### config.mk
export PLATFORM = sky130hd
export DESIGN_NAME = vxc_add_sequencer
export DESIGN_NICKNAME = d
export VERILOG_FILES = /design/src/rtl/vxc_pkg.sv /design/src/rtl/vxc_valid_pipe.sv /design/src/rtl/vxc_add_sequencer.sv
export SDC_FILE = /design/constraint.sdc
export NUM_CORES = 1
export LEC_CHECK = 0
export CAP_MARGIN = 10
export CELL_PAD_IN_SITES_DETAIL_PLACEMENT = 1
export CELL_PAD_IN_SITES_GLOBAL_PLACEMENT = 2
export CORE_MARGIN = 3
export CORE_UTILIZATION = 24
export CTS_CLUSTER_DIAMETER = 120
export DETAILED_ROUTE_END_ITERATION = 12
export GPL_TIMING_DRIVEN = 1
export PLACE_DENSITY = 0.75
export SLEW_MARGIN = 5
export SYNTH_ARGS = -nofsm -noshare
export SYNTH_HDL_FRONTEND = slang
export SYNTH_SLANG_ARGS = --single-unit
### constraint.sdc
create_clock -name clk -period 1.4 [get_ports clk]
set_clock_uncertainty 0.1 [all_clocks]
set_input_delay 0.42 -clock clk [delete_from_list [all_inputs] [get_ports clk]]
set_output_delay 0.42 -clock clk [all_outputs]
set_load 0.05 [all_outputs]
### src/rtl/vxc_pkg.sv
// Shared constants and FSM encoding for the vector complex add/subtract unit.
// Used by both the datapath and its sequencer so lane count and latency agree.
package vxc_pkg;

  localparam int VXC_NI            = 8;
  localparam int VXC_ELEMENT_WIDTH = 64;
  localparam int VXC_LATENCY       = 8;

  typedef enum logic [1:0] {
    ST_IDLE  = 2'd0,
    ST_ISSUE = 2'd1,
    ST_DRAIN = 2'd2
  } vxc_state_e;

  function automatic int ceil_div(input int num, input int den);
    return (num + den - 1) / den;
  endfunction

endpackage

### src/rtl/vxc_valid_pipe.sv
// Fixed-depth shift register tracking {valid, addr, last} of issued chunks
// alongside the datapath; clr_i empties every slot on the next edge.
module vxc_valid_pipe
  import vxc_pkg::*;
#(
  parameter int DEPTH  = VXC_LATENCY,
  parameter int ADDR_W = 8
) (
  input  logic              clk,
  input  logic              clr_i,
  input  logic              valid_i,
  input  logic [ADDR_W-1:0] addr_i,
  input  logic              last_i,
  output logic              valid_o,
  output logic [ADDR_W-1:0] addr_o,
  output logic              last_o
);

  logic [DEPTH-1:0]  valid_q;
  logic [DEPTH-1:0]  last_q;
  logic [ADDR_W-1:0] addr_q [DEPTH];

  always_ff @(posedge clk) begin
    if (clr_i) begin
      valid_q <= '0;
      last_q  <= '0;
      for (int i = 0; i < DEPTH; i++) addr_q[i] <= '0;
    end else begin
      valid_q[0] <= valid_i;
      last_q[0]  <= last_i;
      addr_q[0]  <= addr_i;
      for (int i = 1; i < DEPTH; i++) begin
        valid_q[i] <= valid_q[i-1];
        last_q[i]  <= last_q[i-1];
        addr_q[i]  <= addr_q[i-1];
      end
    end
  end

  assign valid_o = valid_q[DEPTH-1];
  assign last_o  = last_q[DEPTH-1];
  assign addr_o  = addr_q[DEPTH-1];

endmodule

### src/rtl/vxc_add_sequencer.sv
// Sequences one vector add/subtract-by-constant: issues NOE elements as NI-lane
// chunks, then tracks results through the datapath latency to a finish pulse.
module vxc_add_sequencer
  import vxc_pkg::*;
#(
  parameter int NOE           = 19,
  parameter int NI            = VXC_NI,
  parameter int LATENCY       = VXC_LATENCY,
  parameter int ELEMENT_WIDTH = VXC_ELEMENT_WIDTH,
  parameter int ADDR_W        = 8
) (
  input  logic                     clk,
  input  logic                     reset,
  input  logic                     start,
  input  logic                     op_in,
  input  logic [ELEMENT_WIDTH-1:0] constant_in,
  output logic                     busy,
  output logic                     rd_en,
  output logic [ADDR_W-1:0]        rd_addr,
  output logic                     dp_op,
  output logic [ELEMENT_WIDTH-1:0] dp_constant,
  output logic                     wr_en,
  output logic [ADDR_W-1:0]        wr_addr,
  output logic [NI-1:0]            wr_mask,
  output logic                     finish
);

  localparam int                CHUNKS    = ceil_div(NOE, NI);
  localparam int                REM       = NOE % NI;
  localparam logic [ADDR_W-1:0] LAST_ADDR = ADDR_W'(CHUNKS - 1);
  localparam logic [NI-1:0]     FULL_MASK = {NI{1'b1}};
  // Lane 0 is the MSB, so a partial tail keeps the top REM bits.
  localparam logic [NI-1:0]     TAIL_MASK = (REM == 0) ? FULL_MASK : ~(FULL_MASK >> REM);

  vxc_state_e                 state_q;
  logic                       busy_q;
  logic                       rd_en_q;
  logic [ADDR_W-1:0]          rd_addr_q;
  logic                       dp_op_q;
  logic [ELEMENT_WIDTH-1:0]   dp_constant_q;

  logic                       pipe_valid_s;
  logic                       pipe_last_s;
  logic [ADDR_W-1:0]          pipe_addr_s;
  logic                       issue_last_s;

  assign issue_last_s = rd_en_q && (rd_addr_q == LAST_ADDR);

  always_ff @(posedge clk) begin
    if (reset) begin
      state_q       <= ST_IDLE;
      busy_q        <= 1'b0;
      rd_en_q       <= 1'b0;
      rd_addr_q     <= '0;
      dp_op_q       <= 1'b0;
      dp_constant_q <= '0;
    end else begin
      case (state_q)
        ST_IDLE: begin
          if (start) begin
            state_q       <= ST_ISSUE;
            busy_q        <= 1'b1;
            rd_en_q       <= 1'b1;
            rd_addr_q     <= '0;
            dp_op_q       <= op_in;
            dp_constant_q <= constant_in;
          end
        end
        ST_ISSUE: begin
          if (rd_addr_q == LAST_ADDR) begin
            state_q   <= ST_DRAIN;
            rd_en_q   <= 1'b0;
            rd_addr_q <= '0;
          end else begin
            rd_addr_q <= rd_addr_q + ADDR_W'(1);
          end
        end
        ST_DRAIN: begin
          if (pipe_valid_s && pipe_last_s) begin
            state_q <= ST_IDLE;
            busy_q  <= 1'b0;
          end
        end
        default: begin
          state_q   <= ST_IDLE;
          busy_q    <= 1'b0;
          rd_en_q   <= 1'b0;
          rd_addr_q <= '0;
        end
      endcase
    end
  end

  vxc_valid_pipe #(
    .DEPTH  (LATENCY),
    .ADDR_W (ADDR_W)
  ) u_pipe (
    .clk     (clk),
    .clr_i   (reset),
    .valid_i (rd_en_q),
    .addr_i  (rd_addr_q),
    .last_i  (issue_last_s),
    .valid_o (pipe_valid_s),
    .addr_o  (pipe_addr_s),
    .last_o  (pipe_last_s)
  );

  assign busy        = busy_q;
  assign rd_en       = rd_en_q;
  assign rd_addr     = rd_addr_q;
  assign dp_op       = dp_op_q;
  assign dp_constant = dp_constant_q;
  assign wr_en       = pipe_valid_s;
  assign wr_addr     = pipe_valid_s ? pipe_addr_s : '0;
  assign wr_mask     = !pipe_valid_s ? '0 : (pipe_last_s ? TAIL_MASK : FULL_MASK);
  assign finish      = pipe_valid_s && pipe_last_s;

endmodule

== Word level (Yosys, flattened, before mapping) ==
Memories as Yosys holds them, arrays and structs flattened.
Index checks and enable logic that the tools add are counted.
Storage, ports and cells
  memories kept: 1
  bits in registers: 93
  memory bits (writable): 64
  input bits: 68
  output and inout port bits: 93
  logic and storage cells: 60
Memories
  u_pipe.addr_q: words 8, bits a word 8, rd ports 8, clocked after memory_dff 0, write ports 8, line vxc_valid_pipe.sv:21  | logic [ADDR_W-1:0] addr_q [DEPTH];
Operators by class
  multiplexer cells: 26
  eq/ne operators: 6
  add/sub/neg operators: 1
  reduce and logical (&&, ||, !) cells: 8
  bitwise operators: 10
Operators with widths (number)
  $mux 8: 12
  $pmux 8 s3: 1
  $reduce_and 3->1: 3
  $add 8x1->8 const B: 1
  $eq 8x2->1 const B: 1
  $or 1x1->1: 8
  $mux 1: 6
  $mux 2: 3
  $ne 2x2->1 const B: 3
  $pmux 1 s3: 2
  $pmux 2 s3: 1
  $mux 5: 1
  $reduce_and 2->1: 2
  $eq 2x1->1 const B: 1
  $eq 2x2->1 const B: 1
  $logic_and 1x1->1: 2
  $logic_not 2->1: 1
  $not 1->1: 2

== Depth between registers and ports, before layout ==
  word-level depth: 3
  mapped depth: 7
  gate-level depth less buffers: 6

== Modules after synthesis ==
Synthesis repeated with hierarchy kept, for this count alone.
Second synthesis, totals
  cell total of the unflattened synthesis: 545
  area total of the unflattened synthesis: 5157.4 µm²
By module, submodules not included
  vxc_add_sequencer: times used 1, cells each 369, seq. area each 1541.5 µm², area each 2955.3 µm²
  vxc_valid_pipe: times used 1, cells each 176, seq. area each 1601.5 µm², area each 2202.1 µm²

== Worst setup path before layout ==
No wires, ideal clock.
  path kind: reg2out
  from: register u_pipe.valid_q[7]
  to: output wr_mask[1]
  slack: -1139 ps
  buffers on the path: 1
  cell stages (with the launch flop): 3
  arrival: 2019 ps
  data required time: 880 ps
  cells stage by stage: dfxtp_1 > nor2b_1 > buf_4
Between the ends
  word-level cells in the longest chain between the ends: 1
Ends and longest elaborated chain
  from (decl): line vxc_valid_pipe.sv:19  | logic [DEPTH-1:0] valid_q;
  from (signal, indexed assignment): line vxc_valid_pipe.sv:33  | valid_q[i] <= valid_q[i-1];
  $mux 8: line vxc_add_sequencer.sv:115  | assign wr_mask = !pipe_valid_s ? '0 : (pipe_last_s ? TAIL_MASK : FULL_MASK);
  to (decl): line vxc_add_sequencer.sv:24  | output logic [NI-1:0] wr_mask,
No other way between the ends.

== Worst setup path in the final report ==
Same ends and word-level chain as after synthesis.

==> results_dict.tcl <==
set metrics [dict create \
    ys_types 36 \
    worst_pin_slew_ns 0.325 \
    power_frac_comb_pct 18.9 \
    grt_max_degree 41 \
    power_frac_clock_pct 39.4 \
    cts_root_buffer "clkbuf_16" \
    critPathKind "register to output port" \
    dp_cells 955 \
    p_seq_share_pct 41.8 \
    gr-usage-all-layers_pct 13.2 \
    cts.reportedPaths.clkPinSlew_ns 0.07 \
    cts_sinks 157 \
    ant_nets 0 \
    yosysSeqAreaShare_pct 61.1 \
    slew_headroom_pct 78.2 \
    cp-end-kind "output port" \
    clock_latency_ns 0.42 \
    hold_violations 0 \
    htree_levels 4 \
    holdBufCountCts 0 \
    hp-class "input pin to register" \
    max-cap-violations 0 \
    nNetsFinal 819 \
    period_minus_slack_ns 1.74 \
    power.net_switching_uw 3380 \
    critical_path_arrival_ns 1.22 \
    worstPathMaxFanout 5 \
    rsz0062_at_grt "true" \
    startpoint_type "register" \
    finalSetupTns_ns -9.65 \
    syn-cell-area_sq_mm 0.00514 \
    cp.required_ns 0.88 \
    synth_nets 606 \
    ys_warn_count 0 \
    grt-ovfl-total 0 \
    violations "negative setup slack" \
    dr.pass1.iters 4 \
    grt_pass1_vias 4619 \
    vias_per_cell 4.17 \
    holdWs_ns 0.239 \
    final_cell_mix "nand2_1 (126), buf_12 (100), dfxtp_1 (79)" \
    antenna_found_initial 0 \
    final_util_pct 45.9 \
    layout-drive-gt1-share_pct 42.8 \
    setup_viol 101 \
    grt_pass1_wl_um 24600 \
    outcome "complete, but fails checks" \
    instances_no_fill 1032 \
    p_int_uw 8140 \
    synthCells 536 \
    die_area_sq_mm 0.0232 \
    cellPowerDensity_mw_per_mm2 1220 \
    areaGrowthSynthToFinish_pct 83.9 \
    antenna_cells 0 \
    routed_wl_um 15500 \
    design.core.area_sq_mm 0.0206 \
    max_freq_mhz 575 \
    synth_top_area_share_pct 61.1 \
    place_area_sq_mm 0.00814 \
    ys_seq_elements 157 \
    numCtsBuffers 17 \
    io_buffers 160 \
    drc_errors 0 \
    swShare_pct 29.3 \
    rows 52 \
    drv_slew 0 \
    yosys-top-cells-area "dfxtp_1 (61%), nand2_1 (9.7%), nor2b_1 (9.6%), a21oi_1 (6.7%), buf_6 (1.5%)" \
    start_util_pct 24.9 \
    setup_ws_ns -0.339 \
    fin_area_sq_mm 0.00946 \
    wire_per_inst_um 15.0 \
    gp_congestion 0.760 \
    vias 4307 \
    die_x_um 152 \
    ir_drop_mv 0.840 \
    ioPinCount 161 \
    clk_path_buf_depth 2 \
    cts_tree "done" \
    post-route-period-util_pct 124 \
    final_common_cell "nand2_1" \
    p_leak_uw 0.00376 \
    syn_avg_cell_area_sq_um 9.60 \
    synth.largest_area_cell "dfxtp_1" \
    die_height_um 152 \
    drt-initial-drc-count 150 \
    post-dp-hpwl_um 10200 \
]
[final cells by class]
cell class	instances	area [sq um]
Fill cell	2161	11200
Clock buffer	17	425
Tap cell	270	338
Inverter	3	13.8
Sequential cell	157	3270
Clock inverter	15	169
Multi-Input combinational cell	336	1920
Timing Repair Buffer	234	3320
[stage by stage]
stage	setup WS [ns]	power (uW)
2_1_floorplan	-0.249	5760
3_3_place_gp	-0.533	6760
3_5_place_dp	-0.569	6810
4_1_cts	-0.376	11600
5_1_grt	-0.400	12100
6_report	-0.339	11500
[worst max-delay path, cell delays in order (launching register included)]
cell and delay (ns):
dfxtp_4 0.36, nor2b_4 0.15, buf_12 0.14, buf_12 0.14
[synthesized netlist by cell type, drive strengths merged]
cell type,count
buf,24
o21bai,1
and2,12
clkbuf,16
nor2b,80
a31oi,2
a21oi,70
nor4b,1
ha,2
o2111ai,2
nor2,10
and3,2
nand2,134
a211oi,1
dfxtp,157
and4,1
nand3,1
o2bb2ai,2
nor3,1
or3,1
inv,3
xnor2,1
nand2b,1
xor2,4
o211ai,1
o21ai,4
o31ai,2
[state kept, by name, summed over array words and instances (netlist names)]
signal	cells
u_pipe.addr_q	64
rd_en	1
rd_addr	8
busy	1
dp_op	1
dp_constant	64
state_q	2
u_pipe.valid_q	8
u_pipe.last_q	8
[worst paths after layout]
path,startpoint,to,slack [ns],depth (start not counted)
worst max-delay path,u_pipe.valid_q[7],wr_mask[1],-0.34,3
worst min-delay path,reset,state_q[0],0.24,2
worst max register to register,rd_addr[0],rd_addr[1],-0.09,6
worst min register to register,u_pipe.addr_q[0][29],u_pipe.addr_q[0][37],0.33,1
[logic make-up (layout without fill, tap and decap cells)]
group                      Yosys count  in the layout  share of synthesized area (%)
buffers and inverters               43            269                           5.03
DFF                                157            157                           61.1
AOI/OAI and AO/OA                   85             85                           9.14
adders and majority gates            2              2                          0.486
and+or+nand+nor                    244            244                           23.4
xor gates and xnor gates             5              5                          0.851
[per-layer routing]
layer	GRT usage, %	up-vias	share of wire (%)
met2	22.8	111	51
met3	4.09	16	5.1
met4	5.18	0	1.9
met5	0	-	0
li1	-	2127	-
met1	15.4	2053	42
[timing repair]
item | CTS | global route
cloned | 4 | 0
buffers inserted | 32 | 11
resized for setup | 105 | 37
pin swaps | 10 | 17
endpoints found under the setup margin | 169 | 150
[power groups by stage]
stage,clock [uW],combinational (uW),sequential (uW)
finish,4530,2170,4810
global route,4930,2300,4830
CTS,4690,2120,4820
detailed placement,0,1910,4890
global placement,0,1880,4880
floorplan,0,459,5300
Power figures use the tool's default switching activity.
==> edit (same settings) <==
`VXC_LATENCY`: 8 -> 16.
--- a/src/rtl/vxc_pkg.sv
+++ b/src/rtl/vxc_pkg.sv
@@ -5,5 +5,5 @@
   localparam int VXC_NI            = 8;
   localparam int VXC_ELEMENT_WIDTH = 64;
-  localparam int VXC_LATENCY       = 8;
+  localparam int VXC_LATENCY       = 16;
 
   typedef enum logic [1:0] {
Check against the original RTL: not equivalent (Yosys sat finds a counterexample within 10 cycles, from zero or initial values and one cycle with reset high).
==> edit against the original RTL <==
  * The run still ends with setup timing left
  * Total power is 41% higher
  * Setup slack worse by 110 ps
  * Synthesized cell count is 31% higher
  * Routed wire length is 29% higher
  * Sequential cell count is 80 higher
  * Sequential power is 48% higher
  * Cell count is 30% higher
  * Design area is 35% higher
  * Synthesized area is 39% higher
  * Critical path type unchanged
  * Largest power group unchanged
==> edit: results (changes against the original RTL) <==
----------------------------------------------------
[Run status]
  Result of the run ... finished, violations left (unchanged)
  Violated checks ... setup timing (unchanged)

[Final layout]
  Number of fill cells ... 3018 (was 2161)
  Final core utilization ... 43.86% (was 45.87%)
  Final instance count without filler cells ... 1343 (was 1032)

[Route]
  Met2 wire len ... 10210 um (was 7904 um)
  Wl on met1 ... 7976 um (was 6532 um)
  Number of DRC markers in iteration 0 ... 200 (was 150)

[STA]
  Final-report setup violation count ... 168 (was 101)
  Setup_tns ... -22580 ps (was -9645 ps)
  Worst Slack Setup Final ... -450.4 ps (was -339.3 ps)

[Critical path]
  Destination of the worst register-to-register timing path ... rd_addr[6] (was rd_addr[1])
  Origin of the worst setup path ... u_pipe.valid_q[15] (was u_pipe.valid_q[7])

[Placed design]
  Placed inst area ... 0.01049 mm2 (was 0.008139 mm2)
  Final HPWL from detailed placement ... 11430 um (was 10160 um)

[Synth]
  Average instance area after synthesis ... 10.19 um2 (was 9.599 um2)
  Number of distinct standard cells referenced by the synthesized netlist ... 31 (was 36)
  Synth top cells by count ... 237 x sky130_fd_sc_hd__dfxtp_1, 159 x sky130_fd_sc_hd__nor2b_1, 132 x sky130_fd_sc_hd__nand2_1 (was 157 x sky130_fd_sc_hd__dfxtp_1, 133 x sky130_fd_sc_hd__nand2_1, 79 x sky130_fd_sc_hd__nor2b_1)

[GRT]
  Global-route track usage on met3 ... 2.986% (was 4.090%)
  Largest net degree at the start of global routing ... 68 (was 41)
  Vias in the first global route ... 5580 (was 4619)
  Aggregate global-route resource usage ... 11.30% (was 13.23%)
  Met2 Track Usage GR ... 19.47% (was 22.82%)
  Global routing met1 resource utilization ... 13.43% (was 15.38%)

[Clock tree]
  Maximum level of the CTS H-tree ... 1 (was 4)
  Post-CTS resize count ... 118 (was 105)
  Clock tree buffer depth ... 3 (was 2)
  Buffers inserted by post-CTS timing repair ... 23 (was 32)

[Power and ir drop]
  Fraction of power consumed by combinational cells ... 18.1% (was 18.9%)
  Static Leak ... 5.138 nW (was 3.759 nW)
  Internal cell power ... 11.90 mW (was 8.141 mW)

[Min path]
  Sink of the worst hold path ... u_pipe.addr_q[0][6] (was state_q[0])

----------------------------------------------------
## edit: kinds of logic (layout without fill, tap and decap cells)
| family | Yosys count | after routing | synth area share [%] |
|---|---|---|---|
| and+or+nand+nor | 327 | 327 | 23.72 |
| DFF | 237 | 237 | 66.13 |
| adders and majority gates | 2 | 2 | 0.3487 |
| buffers and inverters | 51 | 303 | 3.122 |
| other | 0 | 3 | 0 |
| AOI/OAI and AO/OA | 86 | 86 | 6.540 |
| muxes | 1 | 1 | 0.1395 |
## edit: cell type report
type | instances | area share (%)
diodes | 3 | 0.05884
well taps | 384 | 3.765
inverters | 3 | 0.1079
flip-flops and latches | 237 | 38.18
clock inverters | 13 | 0.6374
repair buffers | 254 | 28.23
multi-input cells | 416 | 23.56
clock buffers | 33 | 5.452
## edit: worst max-delay path: stages (launching register included)
cell	delay [ps]
sky130_fd_sc_hd__dfxtp_4	380
sky130_fd_sc_hd__nor2b_4	170
sky130_fd_sc_hd__buf_12	140
sky130_fd_sc_hd__buf_12	130
